### src/rtl/kbd_pkg.sv
// Shared types for the keyboard event generator: reserved HID slot codes,
// the event word carried by the FIFO, and the scan FSM state encoding.
package kbd_pkg;

    localparam logic [7:0] KC_NONE     = 8'h00;
    localparam logic [7:0] KC_ROLLOVER = 8'h01;

    typedef struct packed {
        logic       make;
        logic [7:0] code;
    } kbd_event_t;

    typedef enum logic [2:0] {
        IDLE,
        SETTLE,
        BRK,
        MAK,
        COMMIT
    } kbd_state_t;

endpackage

### src/rtl/kbd_event_fifo.sv
// First-word-fall-through event FIFO. The head entry is presented while the
// FIFO is non-empty; a push on a full FIFO without a pop is dropped and flagged.
module kbd_event_fifo
    import kbd_pkg::*;
#(
    parameter int DEPTH = 16
) (
    input  logic                   clk,
    input  logic                   reset,
    input  logic                   push,
    input  kbd_event_t             push_data,
    input  logic                   pop,
    output kbd_event_t             head,
    output logic                   empty,
    output logic [$clog2(DEPTH):0] count,
    output logic                   drop
);

    localparam int AW = $clog2(DEPTH);
    localparam logic [AW:0] FULL_CNT = (AW+1)'(DEPTH);

    kbd_event_t    mem [DEPTH];
    logic [AW-1:0] wr_ptr;
    logic [AW-1:0] rd_ptr;
    logic          full;
    logic          do_push;
    logic          do_pop;

    assign empty   = (count == '0);
    assign full    = (count == FULL_CNT);
    assign do_pop  = pop && !empty;
    // A pop frees the slot this same cycle, so a full FIFO can still accept.
    assign do_push = push && (!full || do_pop);
    assign drop    = push && full && !do_pop;
    assign head    = empty ? '0 : mem[rd_ptr];

    always_ff @(posedge clk) begin
        if (do_push) begin
            mem[wr_ptr] <= push_data;
        end
    end

    always_ff @(posedge clk) begin
        if (reset) begin
            wr_ptr <= '0;
            rd_ptr <= '0;
            count  <= '0;
        end else begin
            if (do_push) begin
                wr_ptr <= wr_ptr + AW'(1);
            end
            if (do_pop) begin
                rd_ptr <= rd_ptr + AW'(1);
            end
            case ({do_push, do_pop})
                2'b10:   count <= count + (AW+1)'(1);
                2'b01:   count <= count - (AW+1)'(1);
                default: count <= count;
            endcase
        end
    end

endmodule

### src/rtl/kbd_event_gen.sv
// Debounces the 4-slot USB keycode word, diffs each stable snapshot against
// the last committed one and queues one make/break event per changed key.
//
//   state  | meaning
//   IDLE   | waiting for keycodes to differ from the committed snapshot
//   SETTLE | candidate must hold unchanged for STABLE_CYCLES cycles
//   BRK    | scan committed slots 0..3, queue releases
//   MAK    | scan candidate slots 0..3, queue presses
//   COMMIT | candidate becomes the committed snapshot
module kbd_event_gen
    import kbd_pkg::*;
#(
    parameter int STABLE_CYCLES = 16,
    parameter int DEPTH         = 16
) (
    input  logic                   clk,
    input  logic                   reset,
    input  logic [31:0]            keycodes,
    input  logic                   ev_rd,
    output logic                   ev_valid,
    output logic                   ev_make,
    output logic [7:0]             ev_code,
    output logic [$clog2(DEPTH):0] ev_count,
    output logic                   overflow,
    input  logic                   clr_ovf,
    output logic                   busy
);

    localparam int CW = $clog2(STABLE_CYCLES) + 1;
    localparam logic [CW-1:0] CNT_LAST = CW'(STABLE_CYCLES - 1);

    kbd_state_t    state;
    logic [31:0]   prev;
    logic [31:0]   cand;
    logic [CW-1:0] cnt;
    logic [1:0]    idx;

    logic [7:0] prev_s [4];
    logic [7:0] cand_s [4];
    logic [3:0] prev_in_cand;
    logic [3:0] prev_dup;
    logic [3:0] cand_in_prev;
    logic [3:0] cand_dup;
    logic       rollover;

    logic       push;
    kbd_event_t push_ev;
    kbd_event_t head;
    logic       fifo_empty;
    logic       drop;

    // Slot membership is positional-agnostic: a key moving between slots is not an event.
    always_comb begin
        rollover = 1'b0;
        for (int i = 0; i < 4; i++) begin
            prev_s[i] = prev[8*i +: 8];
            cand_s[i] = cand[8*i +: 8];
        end
        for (int i = 0; i < 4; i++) begin
            prev_in_cand[i] = 1'b0;
            prev_dup[i]     = 1'b0;
            cand_in_prev[i] = 1'b0;
            cand_dup[i]     = 1'b0;
            if (cand_s[i] == KC_ROLLOVER) begin
                rollover = 1'b1;
            end
            for (int j = 0; j < 4; j++) begin
                if (prev_s[i] == cand_s[j]) prev_in_cand[i] = 1'b1;
                if (cand_s[i] == prev_s[j]) cand_in_prev[i] = 1'b1;
                if (j < i && prev_s[i] == prev_s[j]) prev_dup[i] = 1'b1;
                if (j < i && cand_s[i] == cand_s[j]) cand_dup[i] = 1'b1;
            end
        end
    end

    always_comb begin
        push         = 1'b0;
        push_ev.make = (state == MAK);
        push_ev.code = (state == MAK) ? cand_s[idx] : prev_s[idx];
        if (state == BRK) begin
            push = (prev_s[idx] != KC_NONE) && !prev_in_cand[idx] && !prev_dup[idx];
        end else if (state == MAK) begin
            push = (cand_s[idx] != KC_NONE) && !cand_in_prev[idx] && !cand_dup[idx];
        end
    end

    always_ff @(posedge clk) begin
        if (reset) begin
            state    <= IDLE;
            prev     <= '0;
            cand     <= '0;
            cnt      <= '0;
            idx      <= '0;
            overflow <= 1'b0;
            busy     <= 1'b0;
        end else begin
            if (drop) begin
                overflow <= 1'b1;
            end else if (clr_ovf) begin
                overflow <= 1'b0;
            end
            case (state)
                IDLE: begin
                    if (keycodes != prev) begin
                        cand  <= keycodes;
                        cnt   <= '0;
                        state <= SETTLE;
                        busy  <= 1'b1;
                    end
                end
                SETTLE: begin
                    if (keycodes != cand) begin
                        cand <= keycodes;
                        cnt  <= '0;
                    end else if (cnt == CNT_LAST) begin
                        if (rollover || cand == prev) begin
                            state <= IDLE;
                            busy  <= 1'b0;
                        end else begin
                            idx   <= '0;
                            state <= BRK;
                        end
                    end else begin
                        cnt <= cnt + CW'(1);
                    end
                end
                BRK: begin
                    idx <= idx + 2'd1;
                    if (idx == 2'd3) begin
                        state <= MAK;
                    end
                end
                MAK: begin
                    idx <= idx + 2'd1;
                    if (idx == 2'd3) begin
                        state <= COMMIT;
                    end
                end
                COMMIT: begin
                    prev  <= cand;
                    state <= IDLE;
                    busy  <= 1'b0;
                end
                default: begin
                    state <= IDLE;
                    busy  <= 1'b0;
                end
            endcase
        end
    end

    kbd_event_fifo #(.DEPTH(DEPTH)) u_fifo (
        .clk       (clk),
        .reset     (reset),
        .push      (push),
        .push_data (push_ev),
        .pop       (ev_rd),
        .head      (head),
        .empty     (fifo_empty),
        .count     (ev_count),
        .drop      (drop)
    );

    assign ev_valid = !fifo_empty;
    assign ev_make  = head.make;
    assign ev_code  = head.code;

endmodule

### config.mk
export PLATFORM = sky130hd
export DESIGN_NAME = kbd_event_gen
export DESIGN_NICKNAME = d
export VERILOG_FILES = /design/src/rtl/kbd_pkg.sv /design/src/rtl/kbd_event_fifo.sv /design/src/rtl/kbd_event_gen.sv
export SDC_FILE = /design/constraint.sdc
export NUM_CORES = 1
export LEC_CHECK = 0
export ABC_AREA = 1
export BUFFER_PORTS_ARGS = -buffer_cell sky130_fd_sc_hd__buf_2
export CAP_MARGIN = 20
export CORE_MARGIN = 5
export CORE_UTILIZATION = 45
export DETAILED_ROUTE_END_ITERATION = 16
export GPL_TIMING_DRIVEN = 0
export PLACE_DENSITY = 0.73
export SETUP_SLACK_MARGIN = 0.3
export SYNTH_ARGS = -nofsm -noshare
export SYNTH_HDL_FRONTEND = slang
export SYNTH_SLANG_ARGS = --single-unit
### constraint.sdc
create_clock -name clk -period 3.23 [get_ports clk]
set_input_delay 0.4845 -clock clk [delete_from_list [all_inputs] [get_ports clk]]
set_output_delay 0.4845 -clock clk [all_outputs]
set_load 0.01 [all_outputs]
==> results of run 1 <==
## state kept, by name, summed over array words and instances, names as in the netlist, 3 cells and up, named ones only
| signal | flops |
|---|---|
| u_fifo.mem | 144 |
| cand | 32 |
| prev | 32 |
| cnt | 5 |
| u_fifo.count | 5 |
| u_fifo.rd_ptr | 4 |
| u_fifo.wr_ptr | 4 |
| state | 3 |
## cells by family after synthesis
kind of cell | synth area share
XOR/XNOR | 0.0994
AO/OA/AOI/OAI | 0.123
buffers and inverters | 0.0852
flip-flops | 0.423
AND/OR/NAND/NOR | 0.259
adder cells (fa/ha/maj) | 0.0108
## what timing repair did
item | in CTS | in global routing
hold buffers | 0 | 0
cloned | 0 | 1
buffers inserted | 37 | 31
setup endpoints to repair | 254 | 187
gates resized for setup | 106 | 97
pin swaps | 6 | 33
## final cells by class
| class | instances | area [um^2] | share of cell area |
|---|---|---|---|
| clock buffer | 34 | 743 | 0.0420 |
| sequential | 237 | 6200 | 0.350 |
| tap | 442 | 553 | 0.0313 |
| timing repair buffer | 127 | 1020 | 0.0574 |
| inverter | 124 | 529 | 0.0299 |
| buffer | 127 | 948 | 0.0536 |
| clock inverter | 15 | 174 | 0.00983 |
| multi-input combinational | 1430 | 7520 | 0.425 |
## worst max-delay path, delay by kind of cell, from the launching register on
kind	cells	cell delay [ns]
buf+inv	5	0.60
flops	1	0.34
simple gates	13	1.71
## report_power, final
part	total, mW	internal [mW]	leakage [nW]	switching [mW]
registers	3.72	3.54	2.10	0.180
logic	5.69	1.95	4.76	3.74
clock network	3.19	1.82	0.435	1.37
## worst paths after layout
path	depth (start not counted)	to	slack [ns]
worst min register to register	2	overflow$_SDFFE_PP0P_	0.47
worst max register to register	18	u_fifo.mem[8][2]$_DFFE_PP_	0.19
worst min-delay path	4	overflow$_SDFFE_PP0P_	0.16
worst max-delay path	18	u_fifo.mem[8][2]$_DFFE_PP_	0.19
## cell usage after synthesis (2+ instances only)
master      n
o21ai_1     3
nor2_1    220
nor3_1      4
edfxtp_1  144
buf_1       2
a31oi_1     2
ha_1       11
o21ai_0   156
nor4_1     15
clkinv_1    2
inv_1     113
nand2_2     3
o21a_1      2
buf_6      15
xor2_1     50
o22ai_1    15
buf_4      45
inv_2       9
o221ai_1   26
xnor2_1   116
buf_2      18
nand2_4     3
nand4_1    37
nand2_1   541
nand3_1    89
dfxtp_1    93
clkbuf_1   47
a21oi_1   121
## metrics by stage
| stage | std cells | utilization | setup WS [ns] | TNS, ns |
|---|---|---|---|---|
| 2_1_floorplan | 1917 | - | 0.663 | 0 |
| 3_3_place_gp | 2410 | 0.478 | -0.619 | -78.22 |
| 3_5_place_dp | 2418 | 0.480 | -0.298 | -21.23 |
| 4_1_cts | 2504 | 0.528 | 0.147 | 0 |
| 5_1_grt | 2536 | 0.548 | 0.0611 | 0 |
| 6_report | 2536 | 0.548 | 0.192 | 0 |
## routing by layer
layer / track usage / up-vias / wire, um
li1: - / 6644 / -
met4: 0.177 / 0 / 4290
met5: 0 / - / 0
met1: 0.390 / 6763 / 21900
met2: 0.476 / 921 / 25500
met3: 0.0417 / 247 / 4980
==> key figures, run 1 <==
Worst setup path
  – Biggest fanout along the worst timing path: 9
  – Setup Crit Path Kind: reg2reg
  – Slowest Stage Delay on Critical Path: 0.52 ns
  – Cell chain of the critical path: buf_6 -> clkinvlp_4 -> nand2_1 -> nand2_1 -> nand2_1 -> nor2_1 -> nand2_1 -> inv_1 -> nor2_1 -> nand2_1 -> nand3_1 -> nand3_4 -> nand2_4 -> nand2_4 -> buf_12 -> inv_2 -> nand2_1 -> nor2_2
  – Kind of capture point of the worst setup path: flip-flop
  – Launching instance or port of the critical path: prev[22]$_SDFFE_PP0N_
  – Slowest cell on the critical path: nor2_2
  – Worst R2R Start: prev[22]$_SDFFE_PP0N_
  – Most repeated library cell on the critical path: nand2_1
  – Arrival time of the worst setup path: about 3.2 ns
  – Data required time at the worst endpoint: around 3.4 ns
  – Element type at the critical path start: flip-flop

Yosys
  – Count of mapped cells out of synthesis: between 1500 and 2000
  – Syn Nets: just under 2000
  – Mapped cell area: about 0.015 mm^2
  – Syn Area/Cell: 7.63 um^2
  – Register area share after synthesis: 0.423
  – Largest cells by area after synthesis: edfxtp_1 (30%), nand2_1 (14%), dfxtp_1 (13%)
  – Yosys warnings: 0
  – Leading area contributor after synthesis: edfxtp_1
  – Cell variety after synth: 43
  – Number of enable flip-flop cells after synthesis: between 100 and 150
  – Share of flip-flops with an asynchronous set or reset: 0
  – Flip-flop and latch count after synthesis: roughly 240
  – Top cell type's share of synthesized area: 0.296
  – Most used flip-flop cell after synthesis: edfxtp_1

Timing
  – Worst-Margin Slew: slightly above 0.8 ns
  – Worst Skew: between 0.015 and 0.02 ns
  – RSZ-0062 raised after global routing: yes
  – Post-layout min period: between 3 and 4 ns
  – Maximum clock frequency: 329 MHz
  – Number of failing hold endpoints at the final stage: 0
  – Slew headroom: 0.456
  – Hold Slack: ~0.16 ns
  – Total count of max-transition violations in the final report: 0
  – Final worst path period share: 0.941
  – Finish-stage setup viols: 0

Run
  – MaxCap Viol Count: 0

Global route
  – Aggregate global-route resource usage: 0.299
  – Number of global-route vias before repair: between 10000 and 15000
  – Total overflow reported by the global router: 0
  – Largest net degree at the start of global routing: 26
  – Antenna violations before repair: 0
  – First-pass GRT wire length: 82400 um

Final layout
  – Commonest non-fill, non-tap cells in the layout: nand2_1 (536), nor2_1 (185), o21ai_0 (144), edfxtp_1 (144), a21oi_1 (120)
  – Nets@finish: between 2000 and 2500
  – Final Cell Area: around 0.018 mm^2
  – Leading cell type in the layout, fill and taps excluded: nand2_1
  – Filler cell count: 3030
  – Number of antenna repair diodes: 0
  – Synthesis-to-finish area growth: 20.9%
  – Fraction of layout cells with a size suffix above 1: 0.186

Min path
  – Hold path startpoint: clr_ovf
  – Class of the most critical hold timing path: in2reg

Floorplan
  – Die area: between 0.03 and 0.04 mm^2
  – Die height: approximately 190 um
  – Std-Cell Rows: 66
  – Number of ports placed on the die boundary: 53
  – Standard cell core area: approximately 0.032 mm^2
  – Die W: between 150 and 200 um
  – Initial standard-cell utilization of the core: 0.453

Placement
  – I/O Buffers: a little over 50
  – Final weighted congestion in routability-driven placement: around 1
  – Detail Placement HPWL: roughly 40000 um
  – Post-detailed-placement cell area: about 0.016 mm^2

Outcome
  – Run status: completed

Clock network
  – Number of clock buffers inserted by TritonCTS: 27
  – CTS H-tree depth: 1
  – Clock sink total: 237
  – Clock Root Buffer: clkbuf_16
  – Deepest clock path buffer count: 3
  – TritonCTS clock tree: done
  – Clock-pin slew reported for the worst setup and hold paths after clock tree synthesis: approximately 0.060 ns
  – Clock insertion delay at the later pin of the skew report: approximately 0.58 ns

Routing
  – Post-detailed-route count of antenna-violating nets: 0
  – Number of vias in the routed layout: ~15000
  – Number of optimization iterations in the first detailed-route pass: 6
  – Residual DRC count: 0
  – DRC marker count from the first detailed-route iteration: roughly 1500
  – Vias per cell: approximately 5.7
  – Sum of routed wire length over all layers: 56700 um
  – Average detailed-routed wire length per instance: between 20 and 25 um

Power
  – Design Power: 12.6 mW
  – Leakage power summed over all cells: 7.29 nW
  – Max rail drop VDD: 550 uV
  – Power density normalized to cell area: 712 mW/mm^2
(Power assumes the default switching activity.)
==> run 2: changes to the inputs <==
- REMOVE_ABC_BUFFERS: unset -> 1
==> key figures, run 2 (synthesis gave the netlist of run 1 again) <==
Power
  – Portion of total power attributed to sequential cells: 0.328
  – Leakage power summed over all cells: between 7 and 8 nW
  – Switching power share of the total: 0.411
  – Cell-internal power: slightly above 7 mW
  – Power spent charging and discharging nets: approximately 5.1 mW
  – Part of the power in the clock network: 0.249
  – Logic pwr share: 0.424
  – Max rail drop VDD: approximately 520 uV
  – Power density normalized to cell area: 714 mW/mm^2

Min path
  – Class of the most critical hold timing path: in2reg
  – End of the worst hold path: overflow$_SDFFE_PP0P_
  – Hold path startpoint: clr_ovf
  – Number of cells traversed by the worst hold path: 4

Clock network
  – Hold_buf cts: 0
  – Deepest clock path buffer count: 3
  – Clock insertion delay at the later pin of the skew report: 0.58 ns
  – Clock Root Buffer: clkbuf_16
  – CTS H-tree depth: 1
  – Clock-pin slew reported for the worst setup and hold paths after clock tree synthesis: ~0.060 ns
  – TritonCTS clock tree: done
  – Clock sink total: between 200 and 250
  – Number of clock buffers inserted by TritonCTS: 27

Worst setup path
  – Slowest cell on the critical path: nor2_1
  – Cell chain of the critical path: clkinvlp_4 -> nand2_1 -> nand2_1 -> nand2_1 -> nor2_1 -> nand2_1 -> nand2_1 -> nor2_1 -> nand2_1 -> nand3_1 -> nand3_2 -> nand2_4 -> nand2_8 -> inv_2 -> nand2_1 -> nor2_1
  – Element type at the critical path start: flip-flop
  – Slowest Stage Delay on Critical Path: 0.72 ns
  – Data required time at the worst endpoint: roughly 3.4 ns
  – R2R setup slack: ~0.20 ns
  – Most repeated library cell on the critical path: nand2_1
  – Arrival time of the worst setup path: 3.21 ns
  – Worst R2R Start: cand[28]$_SDFFE_PP0P_
  – Worst reg-to-reg path cell count: 16
  – Capturing point of the worst reg2reg path: u_fifo.mem[4][5]$_DFFE_PP_
  – Biggest fanout along the worst timing path: 9
  – Kind of capture point of the worst setup path: flip-flop
  – Setup Crit Path Kind: reg2reg

Timing
  – RSZ-0062 raised after global routing: yes
  – Final worst path period share: 0.938
  – Slew headroom: 0.377
  – Worst Skew: 0.0248 ns
  – Worst-Margin Slew: between 0.9 and 1 ns
  – Number of failing hold endpoints at the final stage: 0
  – Maximum clock frequency: between 300 and 400 MHz
  – Finish-stage setup viols: 0
  – Post-layout min period: approximately 3.0 ns
  – Total count of max-transition violations in the final report: 0

Placement
  – I/O Buffers: 52
  – Final weighted congestion in routability-driven placement: about 0.99
  – Post-detailed-placement cell area: between 0.01 and 0.015 mm^2
  – Detail Placement HPWL: roughly 34000 um

Routing
  – Average detailed-routed wire length per instance: about 20 um
  – Vias per cell: approximately 5.7
  – Post-detailed-route count of antenna-violating nets: 0
  – DRC marker count from the first detailed-route iteration: approximately 1600
  – Number of vias in the routed layout: ~14000
  – Residual DRC count: 0
  – Sum of routed wire length over all layers: just over 50000 um
  – Number of optimization iterations in the first detailed-route pass: 6

Final layout
  – Synthesis-to-finish area growth: 18.3%
  – Nets@finish: 2045
  – Register with the highest flop count: u_fifo.mem
  – Number of antenna repair diodes: 0
  – Commonest non-fill, non-tap cells in the layout: nand2_1 (538), nor2_1 (188), o21ai_0 (146)
  – Largest registers ranked by flip-flop count: u_fifo.mem x144, cand x32, prev x32
  – Fraction of layout cells with a size suffix above 1: 0.193
  – Final Cell Area: 0.0173 mm^2
  – Filler cell count: around 3000
  – Final cell utilization of the core: 0.536
  – Leading cell type in the layout, fill and taps excluded: nand2_1
  – Largest register FFs: 144

Run
  – MaxCap Viol Count: 0

Global route
  – Aggregate global-route resource usage: 0.269
  – Number of global-route vias before repair: 13000
  – Largest net degree at the start of global routing: 73
  – Antenna violations before repair: 0
  – Total overflow reported by the global router: 0
  – First-pass GRT wire length: ~76000 um

Outcome
  – Run status: completed

Floorplan
  – Std-Cell Rows: 66
  – Number of ports placed on the die boundary: 53
  – Die W: between 150 and 200 um
  – Initial standard-cell utilization of the core: 0.453
  – Die area: roughly 0.036 mm^2
  – Standard cell core area: about 0.032 mm^2
  – Die height: ~190 um
==> run 2: cell types whose count changed in the layout (fill, tap and decap cells not counted), moves of 4 or more <==
cell      previous run  this run
clkbuf_4             7         0
dfxtp_1             83        24
buf_6               40         4
dfxtp_4              0        61
inv_2               12        23
clkbuf_2            21         0
inv_1               92        79
buf_12              14         9
clkbuf_1            24         8
nor2_4              18        13
clkinv_1             0         4
buf_4               85       104
buf_2               62        52
==> run 2: per-stage QoR <==
stage | setup slack, ns | hold slack (ns) | TNS [ns] | instances | power (mW)
after detailed placement | -0.822 | 0.461 | -81.95 | 2298 | 8.48
after CTS | 0.237 | 0.158 | 0 | 2444 | 12.1
final | 0.200 | 0.178 | 0 | 2460 | 12.4
after global placement | -2.87 | 0.451 | -338.12 | 2284 | 8.27
after floorplan | -0.788 | 0.435 | -6.81 | 1790 | 6.77
after global routing | 0.0321 | 0.189 | 0 | 2460 | 13.0
==> run 2: worst max path at each step <==
stage / startpoint / endpoint / slack (ns) / depth (start not counted)
2_1_floorplan: flip-flop / ev_code[0] / -0.79 / 7
4_1_cts: cand[1]$_SDFFE_PP0P_ / u_fifo.count[4]$_SDFFE_PP0P_ / 0.24 / 25
6_report: cand[28]$_SDFFE_PP0P_ / u_fifo.mem[4][5]$_DFFE_PP_ / 0.20 / 16
3_5_place_dp: idx[1]$_SDFFE_PP0P_ / u_fifo.count[4]$_SDFFE_PP0P_ / -0.82 / 19
3_3_place_gp: flip-flop / ev_code[0] / -2.87 / 8
5_1_grt: cand[1]$_SDFFE_PP0P_ / u_fifo.count[4]$_SDFFE_PP0P_ / 0.03 / 25
==> run 2: critical path: cells and delay by family, from the launching register on <==
kind,cells,cell delay [ns]
simple gates,14,2.00
buf+inv,2,0.26
flops,1,0.38
==> run 2: final cells by class <==
cell class | count | area, um^2 | share of cell area
inverter | 124 | 567 | 0.0327
clock buffer | 36 | 719 | 0.0416
clock inverter | 14 | 161 | 0.00932
timing repair buffer | 176 | 1430 | 0.0824
tap | 442 | 553 | 0.0319
sequential | 237 | 6420 | 0.371
multi-input combinational | 1430 | 7450 | 0.430
timing repair inverter | 1 | 7.51 | 0.000434
==> run 2: power groups by stage <==
stage / Combinational (mW) / Sequential, mW / Clock, mW
global route: 5.69 / 4.08 / 3.25
global placement: 3.92 / 4.35 / 0
CTS: 4.97 / 4.05 / 3.12
detailed placement: 4.24 / 4.24 / 0
finish: 5.23 / 4.05 / 3.07
floorplan: 2.69 / 4.07 / 0
==> run 2: routing by layer <==
metal / global-route usage / vias up / wire, um
met5: 0 / - / 0
met4: 0.126 / 0 / 2900
met3: 0.0364 / 177 / 4330
met2: 0.448 / 762 / 23600
met1: 0.350 / 6514 / 19500
li1: - / 6500 / -
==> run 2: what timing repair did <==
item | in CTS | in global routing
buffers inserted | 94 | 15
pin swaps | 10 | 11
gates cloned | 2 | 1
resized for setup | 209 | 25
setup endpoints to repair | 200 | 188
